===== config.mk =====
export PLATFORM = sky130hd
export DESIGN_NAME = sync_fifo_thr_flat
export DESIGN_NICKNAME = d
export VERILOG_FILES = /design/src/rtl/fifo_pkg.sv /design/src/rtl/sync_fifo_thr_if.sv /design/src/rtl/fifo_mem.sv /design/src/rtl/sync_fifo_thr.sv /design/src/flat_wrapper.sv
export SDC_FILE = /design/constraint.sdc
export NUM_CORES = 1
export LEC_CHECK = 0
export BUFFER_PORTS_ARGS = -buffer_cell sky130_fd_sc_hd__buf_4
export CAP_MARGIN = 20
export CORE_AREA = 10 10 161 148
export CTS_BUF_LIST = sky130_fd_sc_hd__clkbuf_8 sky130_fd_sc_hd__clkbuf_16
export DETAILED_ROUTE_END_ITERATION = 7
export DIE_AREA = 0 0 171 158
export GPL_TIMING_DRIVEN = 0
export HOLD_SLACK_MARGIN = 0.02
export PLACE_DENSITY = 0.54
export SLEW_MARGIN = 20
export SYNTH_ARGS = -nofsm -noshare
export SYNTH_HDL_FRONTEND = slang
export SYNTH_SLANG_ARGS = --single-unit

===== constraint.sdc =====
create_clock -name clk -period 2.7 [get_ports clk]
set_input_delay 0.27 -clock clk [delete_from_list [all_inputs] [get_ports clk]]
set_output_delay 0.27 -clock clk [all_outputs]
set_load 0.01 [all_outputs]

===== src/rtl/fifo_pkg.sv =====
// Shared defaults, operation encoding and width helpers for the threshold FIFO.
package fifo_pkg;

    localparam int unsigned DEF_AWIDTH = 4;
    localparam int unsigned DEF_DWIDTH = 8;

    // Encoded as {write accepted, read accepted}.
    typedef enum logic [1:0] {
        OpIdle  = 2'b00,
        OpRead  = 2'b01,
        OpWrite = 2'b10,
        OpBoth  = 2'b11
    } fifo_op_e;

    // The count has to represent 0..DEPTH inclusive, so it needs one bit more than a pointer.
    function automatic int unsigned count_width(input int unsigned awidth);
        return awidth + 1;
    endfunction

endpackage


===== src/rtl/sync_fifo_thr_if.sv =====
// Handshake, data and status bundle between a FIFO user (master) and sync_fifo_thr (slave).
interface sync_fifo_thr_if
    import fifo_pkg::*;
#(
    parameter int unsigned AWIDTH = DEF_AWIDTH,
    parameter int unsigned DWIDTH = DEF_DWIDTH
);

    logic              write_en;
    logic [DWIDTH-1:0] data_in;
    logic              read_en;
    logic [DWIDTH-1:0] data_out;
    logic              full;
    logic              empty;
    logic              almost_full;
    logic              almost_empty;
    logic [AWIDTH:0]   count;
    logic              overflow;
    logic              underflow;

    modport master (
        output write_en, data_in, read_en,
        input  data_out, full, empty, almost_full, almost_empty, count, overflow, underflow
    );

    modport slave (
        input  write_en, data_in, read_en,
        output data_out, full, empty, almost_full, almost_empty, count, overflow, underflow
    );

endinterface


===== src/rtl/fifo_mem.sv =====
// FIFO storage array: synchronous write, asynchronous read, no reset.
module fifo_mem #(
    parameter int unsigned AWIDTH = 4,
    parameter int unsigned DWIDTH = 8
) (
    input  logic              clk,
    input  logic              we,
    input  logic [AWIDTH-1:0] waddr,
    input  logic [DWIDTH-1:0] wdata,
    input  logic [AWIDTH-1:0] raddr,
    output logic [DWIDTH-1:0] rdata
);

    localparam int unsigned DEPTH = 1 << AWIDTH;

    logic [DWIDTH-1:0] mem [DEPTH];

    always_ff @(posedge clk) begin
        if (we) begin
            mem[waddr] <= wdata;
        end
    end

    assign rdata = mem[raddr];

endmodule


===== src/rtl/sync_fifo_thr.sv =====
// Synchronous FIFO with programmable almost-full/almost-empty thresholds and error pulses.
// Define SYNC_FIFO_FWFT_EN for first-word-fall-through output; otherwise reads have 1-cycle latency.
module sync_fifo_thr
    import fifo_pkg::*;
#(
    parameter int unsigned AWIDTH     = DEF_AWIDTH,
    parameter int unsigned DWIDTH     = DEF_DWIDTH,
    parameter int unsigned AFULL_THR  = (1 << AWIDTH) - 2,
    parameter int unsigned AEMPTY_THR = 2
) (
    input logic            clk,
    input logic            rst_n,
    sync_fifo_thr_if.slave bus
);

    localparam int unsigned DEPTH = 1 << AWIDTH;
    localparam int unsigned CW    = count_width(AWIDTH);

    localparam logic [CW-1:0] DEPTH_C  = CW'(DEPTH);
    localparam logic [CW-1:0] AFULL_C  = CW'(AFULL_THR);
    localparam logic [CW-1:0] AEMPTY_C = CW'(AEMPTY_THR);

    if (!((AEMPTY_THR < AFULL_THR) && (AFULL_THR <= DEPTH))) begin : g_param_check
        $error("sync_fifo_thr: thresholds must satisfy AEMPTY_THR < AFULL_THR <= DEPTH");
    end

    logic [AWIDTH-1:0] wr_ptr_q, wr_ptr_d;
    logic [AWIDTH-1:0] rd_ptr_q, rd_ptr_d;
    logic [CW-1:0]     count_q, count_d;
    logic              overflow_q, overflow_d;
    logic              underflow_q, underflow_d;

    logic              full, empty;
    logic              rd_acc, wr_acc;
    fifo_op_e          op;
    logic [DWIDTH-1:0] head;

    // Flags come only from the count register, so there is no path from the request inputs.
    assign empty = (count_q == '0);
    assign full  = (count_q == DEPTH_C);

    assign rd_acc = bus.read_en && !empty;
    assign wr_acc = bus.write_en && (!full || rd_acc);
    assign op     = fifo_op_e'({wr_acc, rd_acc});

    always_comb begin
        wr_ptr_d    = wr_ptr_q;
        rd_ptr_d    = rd_ptr_q;
        count_d     = count_q;
        overflow_d  = bus.write_en && full && !rd_acc;
        underflow_d = bus.read_en && empty;

        if (wr_acc) wr_ptr_d = wr_ptr_q + AWIDTH'(1);
        if (rd_acc) rd_ptr_d = rd_ptr_q + AWIDTH'(1);

        unique case (op)
            OpWrite: count_d = count_q + CW'(1);
            OpRead:  count_d = count_q - CW'(1);
            OpIdle,
            OpBoth:  count_d = count_q;
            default: count_d = count_q;
        endcase
    end

    always_ff @(posedge clk or negedge rst_n) begin
        if (!rst_n) begin
            wr_ptr_q    <= '0;
            rd_ptr_q    <= '0;
            count_q     <= '0;
            overflow_q  <= 1'b0;
            underflow_q <= 1'b0;
        end else begin
            wr_ptr_q    <= wr_ptr_d;
            rd_ptr_q    <= rd_ptr_d;
            count_q     <= count_d;
            overflow_q  <= overflow_d;
            underflow_q <= underflow_d;
        end
    end

    fifo_mem #(
        .AWIDTH (AWIDTH),
        .DWIDTH (DWIDTH)
    ) u_mem (
        .clk   (clk),
        .we    (wr_acc),
        .waddr (wr_ptr_q),
        .wdata (bus.data_in),
        .raddr (rd_ptr_q),
        .rdata (head)
    );

`ifdef SYNC_FIFO_FWFT_EN
    // Head entry falls through; masked while empty so stale memory never leaks out.
    assign bus.data_out = empty ? '0 : head;
`else
    logic [DWIDTH-1:0] data_q;

    always_ff @(posedge clk or negedge rst_n) begin
        if (!rst_n) begin
            data_q <= '0;
        end else if (rd_acc) begin
            data_q <= head;
        end
    end

    assign bus.data_out = data_q;
`endif

    assign bus.full         = full;
    assign bus.empty        = empty;
    assign bus.almost_full  = (count_q >= AFULL_C);
    assign bus.almost_empty = (count_q <= AEMPTY_C);
    assign bus.count        = count_q;
    assign bus.overflow     = overflow_q;
    assign bus.underflow    = underflow_q;

endmodule

===== src/flat_wrapper.sv =====
// flat-port wrapper written by rule: the top's interface ports become plain ports
module sync_fifo_thr_flat import fifo_pkg::*;
#(
    parameter int unsigned AWIDTH     = DEF_AWIDTH,
    parameter int unsigned DWIDTH     = DEF_DWIDTH,
    parameter int unsigned AFULL_THR  = (1 << AWIDTH) - 2,
    parameter int unsigned AEMPTY_THR = 2
)
  (clk, rst_n, bus_write_en, bus_data_in, bus_read_en, bus_data_out, bus_full, bus_empty, bus_almost_full, bus_almost_empty, bus_count, bus_overflow, bus_underflow);
  sync_fifo_thr_if #(.AWIDTH(AWIDTH), .DWIDTH(DWIDTH)) bus_i ();
  input logic clk;
  input logic rst_n;
  input wire logic [$bits(bus_i.write_en)-1:0] bus_write_en;
  input wire logic [$bits(bus_i.data_in)-1:0] bus_data_in;
  input wire logic [$bits(bus_i.read_en)-1:0] bus_read_en;
  output wire logic [$bits(bus_i.data_out)-1:0] bus_data_out;
  output wire logic [$bits(bus_i.full)-1:0] bus_full;
  output wire logic [$bits(bus_i.empty)-1:0] bus_empty;
  output wire logic [$bits(bus_i.almost_full)-1:0] bus_almost_full;
  output wire logic [$bits(bus_i.almost_empty)-1:0] bus_almost_empty;
  output wire logic [$bits(bus_i.count)-1:0] bus_count;
  output wire logic [$bits(bus_i.overflow)-1:0] bus_overflow;
  output wire logic [$bits(bus_i.underflow)-1:0] bus_underflow;
  assign bus_i.write_en = bus_write_en;
  assign bus_i.data_in = bus_data_in;
  assign bus_i.read_en = bus_read_en;
  assign bus_data_out = bus_i.data_out;
  assign bus_full = bus_i.full;
  assign bus_empty = bus_i.empty;
  assign bus_almost_full = bus_i.almost_full;
  assign bus_almost_empty = bus_i.almost_empty;
  assign bus_count = bus_i.count;
  assign bus_overflow = bus_i.overflow;
  assign bus_underflow = bus_i.underflow;
  sync_fifo_thr #(.AWIDTH(AWIDTH), .DWIDTH(DWIDTH), .AFULL_THR(AFULL_THR), .AEMPTY_THR(AEMPTY_THR)) u_core (.clk(clk), .rst_n(rst_n), .bus(bus_i));
endmodule

==> metrics.md <==
| Metric | Value |
|---|---|
| Reg2Reg Capture Point | `u_core.bus.count[4]` |
| Seq pwr share | `0.395` |
| Critical-path top delay cell | `or4_4` |
| Root Driver | `clkbuf_16` |
| Seq/Total Area, Yosys | `0.728` |
| Antenna Nets Post-Route | `0` |
| Clk Latency, worst-skew pair | `approximately 0.42 ns` |
| HPWL Detailed | `8590 um` |
| CTS tree | `done` |
| Syn Inst Count | `~310` |
| DRC | `0` |
| Worst r2r src | `u_core.bus.count[2]` |
| Max IR drop VDD | `around 0.44 mV` |
| Layout area overhead | `20.6%` |
| Ranking of synthesized cells by area | `edfxtp_1 (63%), mux4_2 (12%), dfrtp_1 (9.5%), mux2i_1 (2.6%), and2_1 (1.8%)` |
| Vias | `~3000` |
| Simple-Gate Fraction of Synth Area | `0.0476` |
| Hold Path Depth | `2` |
| Maxcap violations | `0` |
| CP endpoint | `u_core.bus.count[4]` |
| Clk sink count | `151` |
| Gpl congestion | `about 0.74` |
| Crit path arrival time | `2.85 ns` |
| Hold Crit Class | `in -> reg` |
| Setup repair after global routing missed its margin | `no` |
| DIE HEIGHT | `158 um` |
| Final worst setup slack | `between 0.15 and 0.2 ns` |
| Slew headroom | `0.507` |
| F_max | `between 300 and 400 MHz` |
| Number of synthesized flops with an enable pin | `roughly 130` |
| Worst Path Class, Setup | `reg -> reg` |
| FILL cells | `around 1900` |
| First-pass GRT wire length | `a little under 20000 um` |
| P_leak | `2.54 nW` |
| Nets@finish | `389` |
| CP endpoint kind | `flop` |
| Initial Util | `0.296` |
| Mapped cell area | `between 0.006 and 0.007 mm2` |
| Syn. warnings | `0` |
| Setup crit start kind | `flop` |
| Minimum clock period after layout | `2.54 ns` |
| Setup_tns | `0 ns` |
| Util after Layout | `0.357` |
| Drt pass-1 iters | `4` |
| Setup crit start | `u_core.bus.count[2]` |
| Clock Tree Buf Depth | `2` |
| Clock skew | `approximately 0.012 ns` |
| Largest net degree at the start of global routing | `24` |
| Adder-cell share of the synthesized area | `0.0165` |
| Final period util | `0.942` |
| H-tree Lvls | `4` |
| Status | `finished clean` |
| Drt wl/cell | `20.4 um` |
| IO buf count | `30` |
| Critical Path, Cell by Cell | `buf_6, or4_4, o31a_4, inv_4, ha_4, xor2_1, ha_2, inv_2, a32oi_1, a31oi_1, xnor2_1` |
| Mapped Avg Cell Area | `roughly 19 um2` |
| Row Count | `50` |
| I/O pins | `31` |
| Worst-case reg-to-reg path depth | `11` |
| Grt ovf | `0` |
| Cells after DPL | `603` |
| Setup Viol. Count Final | `0` |
| Share of the synthesized area in the top cell type | `0.634` |
| Vias per inst | `around 4.7` |
| TritonCTS Buffers | `17` |
| Main combinational cell family by area after synthesis | `multiplexers` |
| Die Wd | `171 um` |
| Die area | `about 0.027 mm2` |
| Finished Layout Cells | `approximately 640` |
| Post-synthesis mux area share | `0.147` |
| Hold_ws | `between 0.1 and 0.15 ns` |
| Fin. Hold Viols | `0` |
| Post-synthesis register bit count | `between 150 and 200` |
| Core Area | `approximately 0.021 mm2` |
| Required time worst endpoint | `~3 ns` |
| Post-synth top flop | `edfxtp_1` |
| Crit path max fanout | `4` |
| Synth Area in XOR/XNOR | `0.0188` |
| Int Pwr | `approximately 0.0054 W` |
| Antenna diode instance count | `0` |
| FF-to-FF setup slack | `roughly 0.16 ns` |
| Commonest non-fill, non-tap cell in the layout | `edfxtp_1` |
| Net Switching | `between 0.002 and 0.0025 W` |
| Worst-margin pin slew | `~0.74 ns` |
| Layout cells sized above 1 | `0.314` |
| Iteration-0 DRC Markers | `just over 100` |
| Drt total wl | `between 10000 and 15000 um` |
| Switching share of power | `0.302` |
| Slowest cell delay on critical path | `roughly 0.56 ns` |
| Initial antenna violation count | `0` |
| Slew Viols, Final | `0` |
| GRT Total Usage | `0.102` |
| PD cells | `approximately 1100 mW/mm2` |
| Most frequent cells in the layout | `edfxtp_1 (128), buf_4 (37), mux4_2 (32), dfrtp_1 (23)` |
| Unique masters post-synth | `38` |
| Leading area contributor after synthesis | `edfxtp_1` |
| Clk network pwr share | `0.307` |
| Vias in the first global route | `between 3000 and 4000` |
| Post-synth ARST share | `0.152` |
| Synthesized Nets | `around 330` |
| Comb power frac | `0.298` |
| Post-synthesis compound-gate area fraction | `0.0252` |
| Clk pin slew, worst setup/hold paths | `0.06 ns` |
| Setup WS pre-CTS | `-0.145 ns` |
[area by class of cell]
cell class | count | area [um2] | share of cell area
Timing Repair Buffer | 38 | 288 | 0.0393
Multi-Input combinational cell | 141 | 1580 | 0.216
Inverter | 6 | 25.0 | 0.00342
Tap cell | 260 | 325 | 0.0445
Clock buffer | 17 | 425 | 0.0581
Clock inverter | 15 | 175 | 0.0239
Sequential cell | 151 | 4420 | 0.604
Buffer | 14 | 77.6 | 0.0106
[worst min path at each step]
stage                 from                    to  slack, ns
6_report       bus_read_en  u_core.bus.underflow       0.12
5_1_grt        bus_read_en  u_core.bus.underflow       0.10
4_1_cts        bus_read_en  u_core.bus.underflow       0.08
3_5_place_dp         rst_n   u_core.bus.count[1]       0.20
3_3_place_gp         rst_n   u_core.bus.count[1]       0.19
2_1_floorplan        rst_n   u_core.bus.count[0]      -0.03
[power by group through the flow]
stage | Sequential [W] | Clock [W] | Combinational (W)
6_report | 0.00308 | 0.00239 | 0.00232
5_1_grt | 0.00313 | 0.00255 | 0.00254
4_1_cts | 0.00309 | 0.00244 | 0.00235
3_5_place_dp | 0.00313 | 0 | 0.00230
3_3_place_gp | 0.00312 | 0 | 0.00226
2_1_floorplan | 0.00313 | 0 | 0.00148
[cell usage after synthesis, types with 2 or more instances]
cell / number
nor2_1: 3
nand2_1: 17
inv_1: 5
mux2i_1: 16
buf_2: 8
xnor2_1: 8
nand3_1: 2
mux4_2: 32
xor2_1: 5
dfrtp_1: 23
ha_1: 8
nor3b_1: 2
nor3_1: 2
clkbuf_1: 5
and2_1: 17
o21ai_0: 2
a21oi_1: 2
nand4_1: 2
edfxtp_1: 128
o221ai_1: 8
[flip-flops by register name (all words and copies together), names as in the netlist]
name,flops
u_core.u_mem.mem,128
u_core.bus.underflow,1
u_core.wr_ptr_q,4
u_core.rd_ptr_q,4
u_core.bus.count,5
u_core.bus.overflow,1
u_core.bus.data_out,8
[logic make-up (layout without fill, tap and decap cells)]
logic type	after synthesis	in the layout
AO/OA/AOI/OAI	19	19
XOR/XNOR	13	13
adder cells (fa/ha/maj)	8	8
buffers and inverters	21	90
flip-flops	151	151
multiplexers	49	49
AND/OR/NAND/NOR	52	52
[layer usage]
metal	vias to the layer above	share of wire	global-route usage
li1	1361	-	-
met3	17	0.034	0.0261
met2	57	0.50	0.163
met1	1597	0.45	0.128
met4	0	0.018	0.0476
met5	-	0	0
[stage by stage]
| stage | cell area (um2) | power, W |
|---|---|---|
| final | 7320 | 0.00780 |
| after global routing | 7320 | 0.00821 |
| after CTS | 7290 | 0.00788 |
| after detailed placement | 6620 | 0.00543 |
| after global placement | 6620 | 0.00538 |
| after floorplan | 6070 | 0.00460 |
[worst max-delay path, delay by kind of cell (launching register included)]
kind / cells / cell delay [ns]
AO/OA/AOI/OAI: 3 / 0.58
AND/OR/NAND/NOR: 1 / 0.56
flip-flops: 1 / 0.39
adder cells (fa/ha/maj): 2 / 0.37
XOR/XNOR: 2 / 0.28
buffers and inverters: 3 / 0.23
[what timing repair did]
| action | CTS | global route |
|---|---|---|
| hold buffers | 1 | 0 |
| hold endpoints to repair | 23 | 0 |
| cloned | 0 | 0 |
| endpoints found under the setup margin | 2 | 2 |
| setup buffers | 5 | 2 |
| resized for setup | 6 | 6 |
| pin swaps | 3 | 5 |
(Power assumes the default switching activity.)
